### src/rtl/configure.sv
// configure: state encoding and port indices shared by the avl_arbiter slice
package configure;
  localparam logic [1:0] IDLE   = 2'd0;
  localparam logic [1:0] BUSY_I = 2'd1;
  localparam logic [1:0] BUSY_D = 2'd2;
  localparam logic PORT_I = 1'b0;
  localparam logic PORT_D = 1'b1;
endpackage

### src/rtl/avl_arb_pend.sv
// avl_arb_pend: one-deep request buffer for a single arbiter port
module avl_arb_pend (
  input  logic        clock,
  input  logic        reset,
  input  logic        load,
  input  logic        clear,
  input  logic [31:0] addr,
  input  logic [31:0] wdata,
  input  logic [3:0]  wstrb,
  output logic        pend,
  output logic [31:0] p_addr,
  output logic [31:0] p_wdata,
  output logic [3:0]  p_wstrb
);
  // capture an accepted request; a grant in the same cycle consumes it directly
  always_ff @(posedge clock) begin
    if (reset) begin
      pend <= 1'b0;
      p_addr <= '0;
      p_wdata <= '0;
      p_wstrb <= '0;
    end else begin
      pend <= clear ? 1'b0 : (load | pend);
      if (load) begin
        p_addr <= addr;
        p_wdata <= wdata;
        p_wstrb <= wstrb;
      end
    end
  end
endmodule

### src/rtl/avl_arbiter.sv
// avl_arbiter: shares the Avalon bridge port between imem and dmem (AVL_ARB_ROUND_ROBIN_EN enables round-robin tie-break)
module avl_arbiter
  import configure::*;
(
  input  logic        clock,
  input  logic        reset,
  input  logic        imem_valid,
  input  logic [31:0] imem_addr,
  output logic [31:0] imem_rdata,
  output logic        imem_ready,
  input  logic        dmem_valid,
  input  logic [31:0] dmem_addr,
  input  logic [31:0] dmem_wdata,
  input  logic [3:0]  dmem_wstrb,
  output logic [31:0] dmem_rdata,
  output logic        dmem_ready,
  output logic        avl_valid,
  output logic        avl_instr,
  output logic [31:0] avl_addr,
  output logic [31:0] avl_wdata,
  output logic [3:0]  avl_wstrb,
  input  logic [31:0] avl_rdata,
  input  logic        avl_ready
);
  logic [1:0] state;
  logic i_pend, d_pend, i_acc, d_acc, i_cand, d_cand, open, go, pick_d, sel;
  logic [31:0] i_pa, i_pw, d_pa, d_pw, c_addr, c_wdata;
  logic [3:0] i_ps, d_ps, c_wstrb;
`ifdef AVL_ARB_ROUND_ROBIN_EN
  logic last;
`endif
  avl_arb_pend u_pend_i (
    .clock(clock), .reset(reset), .load(i_acc), .clear(go & ~pick_d),
    .addr(imem_addr), .wdata(32'd0), .wstrb(4'd0),
    .pend(i_pend), .p_addr(i_pa), .p_wdata(i_pw), .p_wstrb(i_ps)
  );
  avl_arb_pend u_pend_d (
    .clock(clock), .reset(reset), .load(d_acc), .clear(go & pick_d),
    .addr(dmem_addr), .wdata(dmem_wdata), .wstrb(dmem_wstrb),
    .pend(d_pend), .p_addr(d_pa), .p_wdata(d_pw), .p_wstrb(d_ps)
  );
  // accept legal requests, form candidates and pick the winner; a port finishing this cycle may re-request
  always_comb begin
    i_acc = imem_valid & ~i_pend & ~(state == BUSY_I & ~avl_ready);
    d_acc = dmem_valid & ~d_pend & ~(state == BUSY_D & ~avl_ready);
    i_cand = i_pend | i_acc;
    d_cand = d_pend | d_acc;
    open = (state == IDLE) | avl_ready;
    go = open & (i_cand | d_cand);
`ifdef AVL_ARB_ROUND_ROBIN_EN
    pick_d = d_cand & (~i_cand | last == PORT_I);
`else
    pick_d = d_cand;
`endif
    sel = pick_d ? PORT_D : PORT_I;
    c_addr = pick_d ? (d_pend ? d_pa : dmem_addr) : (i_pend ? i_pa : imem_addr);
    c_wdata = pick_d ? (d_pend ? d_pw : dmem_wdata) : (i_pend ? i_pw : 32'd0);
    c_wstrb = pick_d ? (d_pend ? d_ps : dmem_wstrb) : (i_pend ? i_ps : 4'd0);
  end
  // steer the bridge response to the current owner only
  always_comb begin
    imem_ready = state == BUSY_I & avl_ready;
    dmem_ready = state == BUSY_D & avl_ready;
    imem_rdata = state == BUSY_I ? avl_rdata : 32'd0;
    dmem_rdata = state == BUSY_D ? avl_rdata : 32'd0;
  end
  // ownership state and the registered bridge request, held until the next grant
  always_ff @(posedge clock) begin
    if (reset) begin
      state <= IDLE;
      avl_valid <= 1'b0;
      avl_instr <= 1'b0;
      avl_addr <= '0;
      avl_wdata <= '0;
      avl_wstrb <= '0;
    end else begin
      avl_valid <= go;
      if (go) begin
        state <= pick_d ? BUSY_D : BUSY_I;
        avl_instr <= sel == PORT_I;
        avl_addr <= c_addr;
        avl_wdata <= c_wdata;
        avl_wstrb <= c_wstrb;
      end else if (open) begin
        state <= IDLE;
      end
    end
  end
`ifdef AVL_ARB_ROUND_ROBIN_EN
  // remember the last granted port so the other one wins the next tie
  always_ff @(posedge clock) begin
    if (reset) last <= PORT_I;
    else if (go) last <= sel;
  end
`endif
endmodule
### config.mk
export PLATFORM = sky130hd
export DESIGN_NAME = avl_arbiter
export DESIGN_NICKNAME = d
export VERILOG_FILES = /design/src/rtl/configure.sv /design/src/rtl/avl_arb_pend.sv /design/src/rtl/avl_arbiter.sv
export SDC_FILE = /design/constraint.sdc
export NUM_CORES = 1
export LEC_CHECK = 0
export ABC_AREA = 1
export CAP_MARGIN = 20
export CORE_MARGIN = 2
export CORE_UTILIZATION = 43
export DETAILED_ROUTE_END_ITERATION = 10
export PLACE_DENSITY = 0.89
export SLEW_MARGIN = 10
export SYNTH_ARGS = -nofsm -noshare
export SYNTH_HDL_FRONTEND = slang
export SYNTH_SLANG_ARGS = --single-unit
### constraint.sdc
create_clock -name clock -period 1.4 [get_ports clock]
set_input_delay 0.28 -clock clock [delete_from_list [all_inputs] [get_ports clock]]
set_output_delay 0.28 -clock clock [all_outputs]
set_load 0.01 [all_outputs]
* Word level (Yosys, flattened, before mapping)
Index checks and enable logic that the tools add are counted.
** Word-level totals
- Input port bits :: 137
- Memories :: 0
- Bits in read-only memories :: 0
- Latch bits :: 0
- Output and inout bits :: 136
- Logic and storage cells :: 53
- Bits in registers :: 174
- Bits in writable memories :: 0
** Operators by class
- Multipliers :: 0
- Reduce and logical (&&, ||, !) cells :: 4
- $add $sub $neg :: 0
- Order comparisons :: 0
- Bitwise operators :: 22
- Shift operators :: 0
- Divide/modulo/power cells :: 0
- Equality and inequality tests :: 2
- Muxes and demuxes :: 13
** Operators by type and width (number)
- $mux 32 :: 7
- $and 1x1->1 :: 11
- $mux 4 :: 2
- $not 1->1 :: 7
- $mux 2 :: 3
- $or 1x1->1 :: 4
- $reduce_or 2->1 :: 2
- $eq 2x1->1 const B :: 1
- $eq 2x2->1 const B :: 1
- $logic_not 2->1 :: 1
- $reduce_bool 2->1 :: 1
- $mux 1 :: 1

* Logic depth before layout (Yosys ltp)
Gate-level depths: netlist of run 1.
- Depth after elaboration :: 9
- Gate-level depth with buffers :: 10
- Gate-level depth less buffers :: 9

* By module
From an unflattened synthesis of run 1, not the netlist that was laid out.
** Unflattened totals
- Cells, all modules :: 1961
- Area total of the unflattened synthesis :: 11405.9 µm²
** Modules (own cells, without submodules)
- avl_arb_pend :: cells each 434, instances 2, area each 2884.0 µm²
- avl_arbiter :: cells each 1093, instances 1, area each 5637.9 µm²

* Worst setup path before layout of run 1
No wires, ideal clock.
- Kind :: reg2reg
- Start point :: reg u_pend_d.pend
- End point :: reg avl_addr[12]
- Clock period less this slack :: 1342 ps
- Data required time :: 1287 ps
- Buffers on the path :: 2
- Setup slack :: 58 ps
- Stages on the path, launching flop included :: 11
- Arrival time :: 1229 ps
- Path through :: dfxtp_1 > buf_2 > nor2_1 > nand2_1 > nand2_2 > inv_2 > nand2_1 > nand2_1 > buf_2 > nor2_1 > nor2_1
** On the way
- Word-level cells in the longest chain between the ends :: 6
** RTL lines
- start: declaration :: RTL line avl_arb_pend.sv:10 : output logic pend,
- start signal: assignment :: RTL line avl_arb_pend.sv:23 : pend <= clear ? 1'b0 : (load | pend);
- $not 1->1 :: RTL line avl_arbiter.sv:45 : d_acc = dmem_valid & ~d_pend & ~(state == BUSY_D & ~avl_ready);
- $and 1x1->1 (2 in a row) :: RTL line avl_arbiter.sv:45
- $or 1x1->1 :: RTL line avl_arbiter.sv:47 : d_cand = d_pend | d_acc;
- $or 1x1->1 :: RTL line avl_arbiter.sv:49 : go = open & (i_cand | d_cand);
- $and 1x1->1 :: RTL line avl_arbiter.sv:49
- end signal: assignment :: RTL line avl_arbiter.sv:81 : avl_addr <= c_addr;
- end: declaration :: RTL line avl_arbiter.sv:19 : output logic [31:0] avl_addr,
Parallel ways exist; a longest one is shown, timed or not.
A chain may end at the register's enable or synchronous reset.

* Worst setup path after layout of run 1
- Start point :: reg state[0]
- End point :: reg avl_wstrb[1]
** On the way
- Word-level cells in the longest chain between the ends :: 7
** RTL lines
- start: declaration :: RTL line avl_arbiter.sv:25 : logic [1:0] state;
- start signal: assignment :: RTL line avl_arbiter.sv:79 : state <= pick_d ? BUSY_D : BUSY_I;
- $eq 2x1->1 or $eq 2x2->1 (tied branches) :: RTL line avl_arbiter.sv:44, avl_arbiter.sv:45
- $and 1x1->1 (on tied branches) :: RTL line avl_arbiter.sv:44, avl_arbiter.sv:45
- $not 1->1 (on tied branches) :: RTL line avl_arbiter.sv:44, avl_arbiter.sv:45
- $and 1x1->1 (on tied branches) :: RTL line avl_arbiter.sv:44, avl_arbiter.sv:45
- $or 1x1->1 (on tied branches) :: RTL line avl_arbiter.sv:46, avl_arbiter.sv:47
- $or 1x1->1 :: RTL line avl_arbiter.sv:49
- $and 1x1->1 :: RTL line avl_arbiter.sv:49
- end signal: assignment :: RTL line avl_arbiter.sv:83 : avl_wstrb <= c_wstrb;
- end: declaration :: RTL line avl_arbiter.sv:21 : output logic [3:0] avl_wstrb,
Parallel ways exist; a longest one is shown, timed or not.

==> results of run 1 <==
==> worst max-delay path: stages, from the launching register on <==
cell,delay (ns)
dfxtp_4,0.40
inv_6,0.05
buf_6,0.11
nand3_4,0.07
nand2_4,0.07
buf_6,0.14
buf_12,0.14
buf_12,0.15
nor2_4,0.11
nor2_2,0.05
nand2_1,0.06
nand2_1,0.09
nor2_2,0.24
==> report_power, final <==
group	leakage [nW]	internal (W)	switching, W	total, W
registers	1.44	0.00564	0.000481	0.00612
logic	5.87	0.00409	0.00482	0.00891
clock network	0.285	0.00271	0.00223	0.00494
total	7.59	0.0124	0.00753	0.0200
==> what timing repair did <==
action / CTS / global route
endpoints found under the hold margin: 0 / 0
endpoints found under the setup margin: 289 / 251
buffers inserted: 26 / 16
pin swaps: 39 / 109
gates resized for setup: 548 / 479
cloned: 26 / 13
==> registers in the layout, indices dropped and copies added, names as in the netlist <==
name,flops
u_pend_i.pend,1
avl_wdata,32
u_pend_i.p_addr,32
state,2
u_pend_d.p_addr,32
avl_instr,1
u_pend_d.pend,1
avl_wstrb,4
avl_valid,1
u_pend_d.p_wstrb,4
u_pend_d.p_wdata,32
avl_addr,32
==> Yosys cell counts <==
master	n
nand2_2	3
buf_1	1
buf_4	10
nor2_2	10
nand2_4	3
nand3_1	36
o21ai_0	33
a21oi_1	70
o21ai_2	1
nand2_1	505
buf_2	43
dfxtp_1	174
buf_6	3
inv_2	4
nor2_1	334
clkbuf_1	33
nand3b_1	32
inv_1	149
==> cell type report <==
type                            count  area (µm²)  share of cell area, %
Multi-Input combinational cell   1028        6120                   39.0
Timing Repair Buffer              390        4550                   29.0
Sequential cell                   174        3490                   22.2
Inverter                          153         599                   3.82
Clock buffer                       18         439                   2.80
Tap cell                          270         338                   2.15
Clock inverter                     14         154                  0.980
Antenna cell                        1        2.50                 0.0159
==> kinds of logic after synthesis <==
group,share of synthesized area (%)
AOI/OAI and AO/OA,6.01
buffers and inverters,11.8
DFF,40.0
and+or+nand+nor,42.3
==> layer usage <==
metal	wire length, µm	vias to the layer above	GRT usage, %
met5	0	-	0
met4	2510	0	11.9
met3	3900	229	7.50
met2	20500	730	54.6
met1	14200	5212	36.0
li1	-	4962	-
==> worst max path at each step <==
stage	start	endpoint	depth (start not counted)
2_1_floorplan	u_pend_d.pend	avl_addr[12]	10
3_3_place_gp	avl_ready	u_pend_i.p_addr[17]	9
3_5_place_dp	avl_ready	u_pend_i.p_addr[16]	9
4_1_cts	state[1]	avl_addr[30]	12
5_1_grt	state[0]	avl_wstrb[2]	12
6_report	state[0]	avl_wstrb[1]	12
==> stage by stage <==
step                      setup TNS, ns  setup WS [ns]
after floorplan                       0         0.0584
after detailed placement         -95.07         -0.563
after CTS                        -39.73         -0.272
final                            -40.96         -0.397
after global placement           -87.44         -0.509
after global routing             -52.23         -0.498
==> results.json, run 1 <==
{
  "clkSinkCount": 174,
  "r2r_end": "avl_wstrb[1]",
  "yosysTopAreaCell": "dfxtp_1",
  "chipHeight_um": 146,
  "cp-start-kind": "flop",
  "portBuffers": 272,
  "start_util_pct": 43.5,
  "fin_crit_sh_pct": 128,
  "dp_cells": 1949,
  "viasPerCell": 5.44,
  "p_leak_nw": 7.59,
  "clock_path_buffers": 2,
  "dieArea_mm2": 0.0214,
  "layout_common_cells": "nand2_1 (409), dfxtp_1 (171), inv_1 (137), clkdlybuf4s50_1 (135), nor2_4 (126)",
  "min_from": "reset",
  "grt_use_total_pct": 30.8,
  "yosys_warnings": 0,
  "ff2ff_path_depth": 12,
  "synth.avg_cell_area_um2": 6.04,
  "grt_pass1_vias": 10000,
  "routed_wire_length_per_instance_um": 20.1,
  "status": "complete, but fails checks",
  "clkLatencyLatePin_ns": 0.44,
  "crit_type": "reg2reg",
  "numCtsBuffers": 17,
  "powerDensity_mw_per_mm2": 1270,
  "min_period_ns": 1.80,
  "finalNetCount": 1901,
  "fin_util_pct": 78.3,
  "drtPass1Iterations": 7,
  "end_kind": "flop",
  "cts_tree": "done",
  "hold_class": "in2reg",
  "coreArea_mm2": 0.0200,
  "hold_depth": 3,
  "cts_hold_buf": 0,
  "hold_viol": 0,
  "fill_cells": 1181,
  "setup-violations-final": 246,
  "syn_nets": 1581,
  "vias": 11100,
  "drv_cap": 0,
  "r2r-start": "state[0]",
  "cts-root-buf": "clkbuf_16",
  "grt_setup_unrepaired": "true",
  "finish.instance_area_mm2": 0.0157,
  "area_growth_pct": 80.1,
  "ioPinCount": 273,
  "drv_slew": 0,
  "timing.final.ws_setup_ns": -0.397,
  "clk_pin_slew_ns": 0.07,
  "irDropWorstVdd_v": 0.000954,
  "hold_ws_ns": 0.391,
  "htreeDepth": 4,
  "synth-seq-cells": 174,
  "final_common_cell": "nand2_1",
  "syn_area_mm2": 0.00872,
  "fmax_mhz": 557,
  "failed_checks": "negative setup slack",
  "dpl_cell_area_mm2": 0.0120,
  "wl_um": 41200,
  "yosysSeqAreaShare_pct": 40.0,
  "die_x_um": 146,
  "antenna_found_initial": 1,
  "slew_headroom_pct": 49.8,
  "synth.distinct_cells": 18,
  "hold_path_end": "u_pend_d.p_wdata[27]",
  "grt_pass1_wl_um": 52700,
  "gp_congestion": 0.797,
  "grt_max_degree": 50,
  "drtAntennaViolNets": 0,
  "worstMarginPinSlew_ns": 0.754,
  "reg2reg_slack_ns": -0.40,
  "hpwlAfterDp_um": 18800,
  "num_rows": 52,
  "arrival_ns": 2.13,
  "grt_overflow_total": 0,
  "total_power_w": 0.0200,
  "synth_area_leaders": "dfxtp_1 (40%), nand2_1 (22%), nor2_1 (14%)",
  "drc": 0,
  "synth.top_cell.area_share_pct": 40.0,
  "drt_iter0_markers": 1017,
  "layout.cells.non_filler": 2048,
  "cp.required_ns": 1.74,
  "crit_fanout": 6,
  "synthCells": 1444,
  "layout-drive-gt1-share_pct": 34.4,
  "skew_ns": 0.0136
}
No activity file was read; power rests on OpenSTA's default activity.
==> run 2: changes to the inputs <==
Settings changed: MAX_ROUTING_LAYER from default to met4.
==> run 2 against run 1 <==
Net effect:
- core utilization up 1.5 points
- non-clock buffer count rose by 2
- combinational power up 2.4%
- critical endpoint is now avl_wstrb[2]
- register-to-register slack gained 0.02 ns
- clock skew is 0.011 ns higher
- the run still ends with negative setup slack left
- largest power group unchanged
- design area is 1.9% higher
- sequential power is essentially flat
==> results.json, run 2 (synthesis results as in run 1) <==
{
  "p_clk_share_pct": 24.6,
  "portBuffers": 272,
  "p_leak_nw": 7.70,
  "crit_buf_inv": 5,
  "drtAntennaViolNets": 0,
  "status": "complete, but fails checks",
  "numCtsBuffers": 17,
  "slew_headroom_pct": 43.4,
  "grt_max_degree": 50,
  "timing.final.ws_setup_ns": -0.375,
  "ioPinCount": 273,
  "viasPerCell": 5.57,
  "hold_viol": 0,
  "cts_tree": "done",
  "r2r_end": "avl_wstrb[2]",
  "arrival_ns": 2.13,
  "pwr-share-comb_pct": 45.0,
  "antenna_found_initial": 4,
  "cts_hold_buf": 0,
  "layout.cells.non_filler": 2053,
  "grt_setup_unrepaired": "true",
  "drtPass1Iterations": 5,
  "start_util_pct": 43.5,
  "finalNetCount": 1903,
  "p_int_w": 0.0125,
  "drt_iter0_markers": 1099,
  "powerDensity_mw_per_mm2": 1270,
  "num_rows": 52,
  "multi_input_area_mm2": 0.00636,
  "drv_cap": 0,
  "max_stage_delay_ns": 0.40,
  "crit_fanout": 5,
  "netSwitchingFraction_pct": 38.3,
  "clkLatencyLatePin_ns": 0.45,
  "switchingPower_w": 0.00775,
  "reg2reg_slack_ns": -0.38,
  "wl_um": 43000,
  "p_seq_share_pct": 30.3,
  "min_period_ns": 1.78,
  "die_x_um": 146,
  "ff2ff_path_depth": 12,
  "htreeDepth": 4,
  "vias": 11400,
  "layout-drive-gt1-share_pct": 37.6,
  "dp_cells": 1949,
  "grt_pass1_wl_um": 52700,
  "routed_wire_length_per_instance_um": 20.9,
  "hpwlAfterDp_um": 18800,
  "gp_congestion": 0.812,
  "fin_crit_sh_pct": 127,
  "layout_common_cells": "nand2_1 (386), dfxtp_1 (170), clkdlybuf4s50_1 (135), inv_1 (129), nor2_1 (128)",
  "clk_pin_slew_ns": 0.09,
  "setup.worst_path.end": "avl_wstrb[2]",
  "final_common_cell": "nand2_1",
  "dp_worst_setup_slack_ns": -0.563,
  "hold_class": "in2reg",
  "ff_latch_area_mm2": 0.00349,
  "failed_checks": "negative setup slack",
  "grt_use_total_pct": 31.8,
  "grt_pass1_vias": 10000,
  "coreArea_mm2": 0.0200,
  "cp.required_ns": 1.76,
  "setup-violations-final": 243,
  "crit_type": "reg2reg",
  "crit_family": "simple AND/OR/NAND/NOR gates",
  "fmax_mhz": 563,
  "end_kind": "flop",
  "skew_ns": 0.0247,
  "drc": 0,
  "fill_cells": 1147,
  "clock_path_buffers": 2,
  "dieArea_mm2": 0.0214,
  "chipHeight_um": 146,
  "cp-start-kind": "flop",
  "r2r-start": "state[0]",
  "grt_overflow_total": 0,
  "cp_slowest_cell": "dfxtp_4",
  "path_cells": "inv_6 -> buf_6 -> nand3_4 -> nand2_4 -> buf_6 -> buf_12 -> buf_16 -> nor2_4 -> nor2_2 -> nand2_1 -> nand2_1 -> nor2_1",
  "drv_slew": 0,
  "irDropWorstVdd_v": 0.000958,
  "worstMarginPinSlew_ns": 0.849,
  "area_growth_pct": 83.4,
  "cp_num_cells": 12,
  "startpoint": "state[0]",
  "cts-root-buf": "clkbuf_16",
  "clkSinkCount": 174
}
[run 2: cell types whose count changed in the layout (fill, tap and decap cells not counted), moves of 3 or more]
| cell | delta |
|---|---|
| a21oi_1 | -25 |
| a21oi_2 | +25 |
| buf_8 | +3 |
| clkdlybuf4s15_1 | +9 |
| diode_2 | +3 |
| dlygate4sd2_1 | -11 |
| inv_1 | -8 |
| inv_2 | +8 |
| nand2_1 | -23 |
| nand2_2 | +5 |
| nand2_4 | +18 |
| nor2_1 | +4 |
| nor2_2 | -5 |
[run 2: worst min-delay path by stage]
stage / startpoint / to / depth (start not counted)
floorplan: dmem_addr[27] / u_pend_d.p_addr[27] / 2
global placement: avl_instr / avl_instr / 2
detailed placement: u_pend_d.p_wdata[16] / u_pend_d.p_wdata[16] / 2
CTS: reset / u_pend_d.p_wdata[19] / 3
global route: reset / u_pend_d.p_wdata[13] / 3
finish: reset / u_pend_d.p_wdata[13] / 3
[run 2: final cells by class]
class | count | area share (%)
Antenna cell | 4 | 0.0626
Clock buffer | 18 | 2.75
Clock inverter | 14 | 0.963
Timing Repair Buffer | 392 | 28.7
Tap cell | 270 | 2.11
Inverter | 153 | 3.75
Sequential cell | 174 | 21.8
Multi-Input combinational cell | 1028 | 39.8
[run 2: timing repair]
item	4_1_cts	5_1_grt
setup endpoints to repair	289	252
resized for setup	548	572
buffers inserted	26	18
pin swaps	39	113
gates cloned	26	14
[run 2: power groups by stage]
stage / combinational [W] / clock, W / sequential (W)
CTS: 0.00696 / 0.00486 / 0.00599
detailed placement: 0.00547 / 0 / 0.00608
global placement: 0.00535 / 0 / 0.00605
floorplan: 0.00279 / 0 / 0.00621
finish: 0.00912 / 0.00498 / 0.00614
global route: 0.00952 / 0.00519 / 0.00619
[run 2: layer usage]
metal	GRT usage [%]	vias up	share of wire [%]
met2	54.8	810	49
met3	7.69	321	9.4
met1	35.8	5330	34
li1	-	4966	-
met4	11.9	0	7.7
met5	-	-	0
[run 2: worst min-delay path: cells and delay by family]
family                 cells  cell delay [ns]
AOI/OAI and AO/OA          1             0.15
buffers and inverters      2             0.38
[run 2: stage by stage]
| step | hold slack, ns | setup TNS [ns] | power, W | utilization (%) | cell area [µm²] |
|---|---|---|---|---|---|
| global route | 0.412 | -53.70 | 0.0209 | 79.8 | 16000 |
| global placement | 0.449 | -87.44 | 0.0114 | 59.7 | 12000 |
| floorplan | 0.423 | 0 | 0.00900 | - | 8720 |
| finish | 0.400 | -42.96 | 0.0202 | 79.8 | 16000 |
| detailed placement | 0.455 | -95.07 | 0.0115 | 59.7 | 12000 |
| CTS | 0.337 | -39.73 | 0.0178 | 68.5 | 13700 |
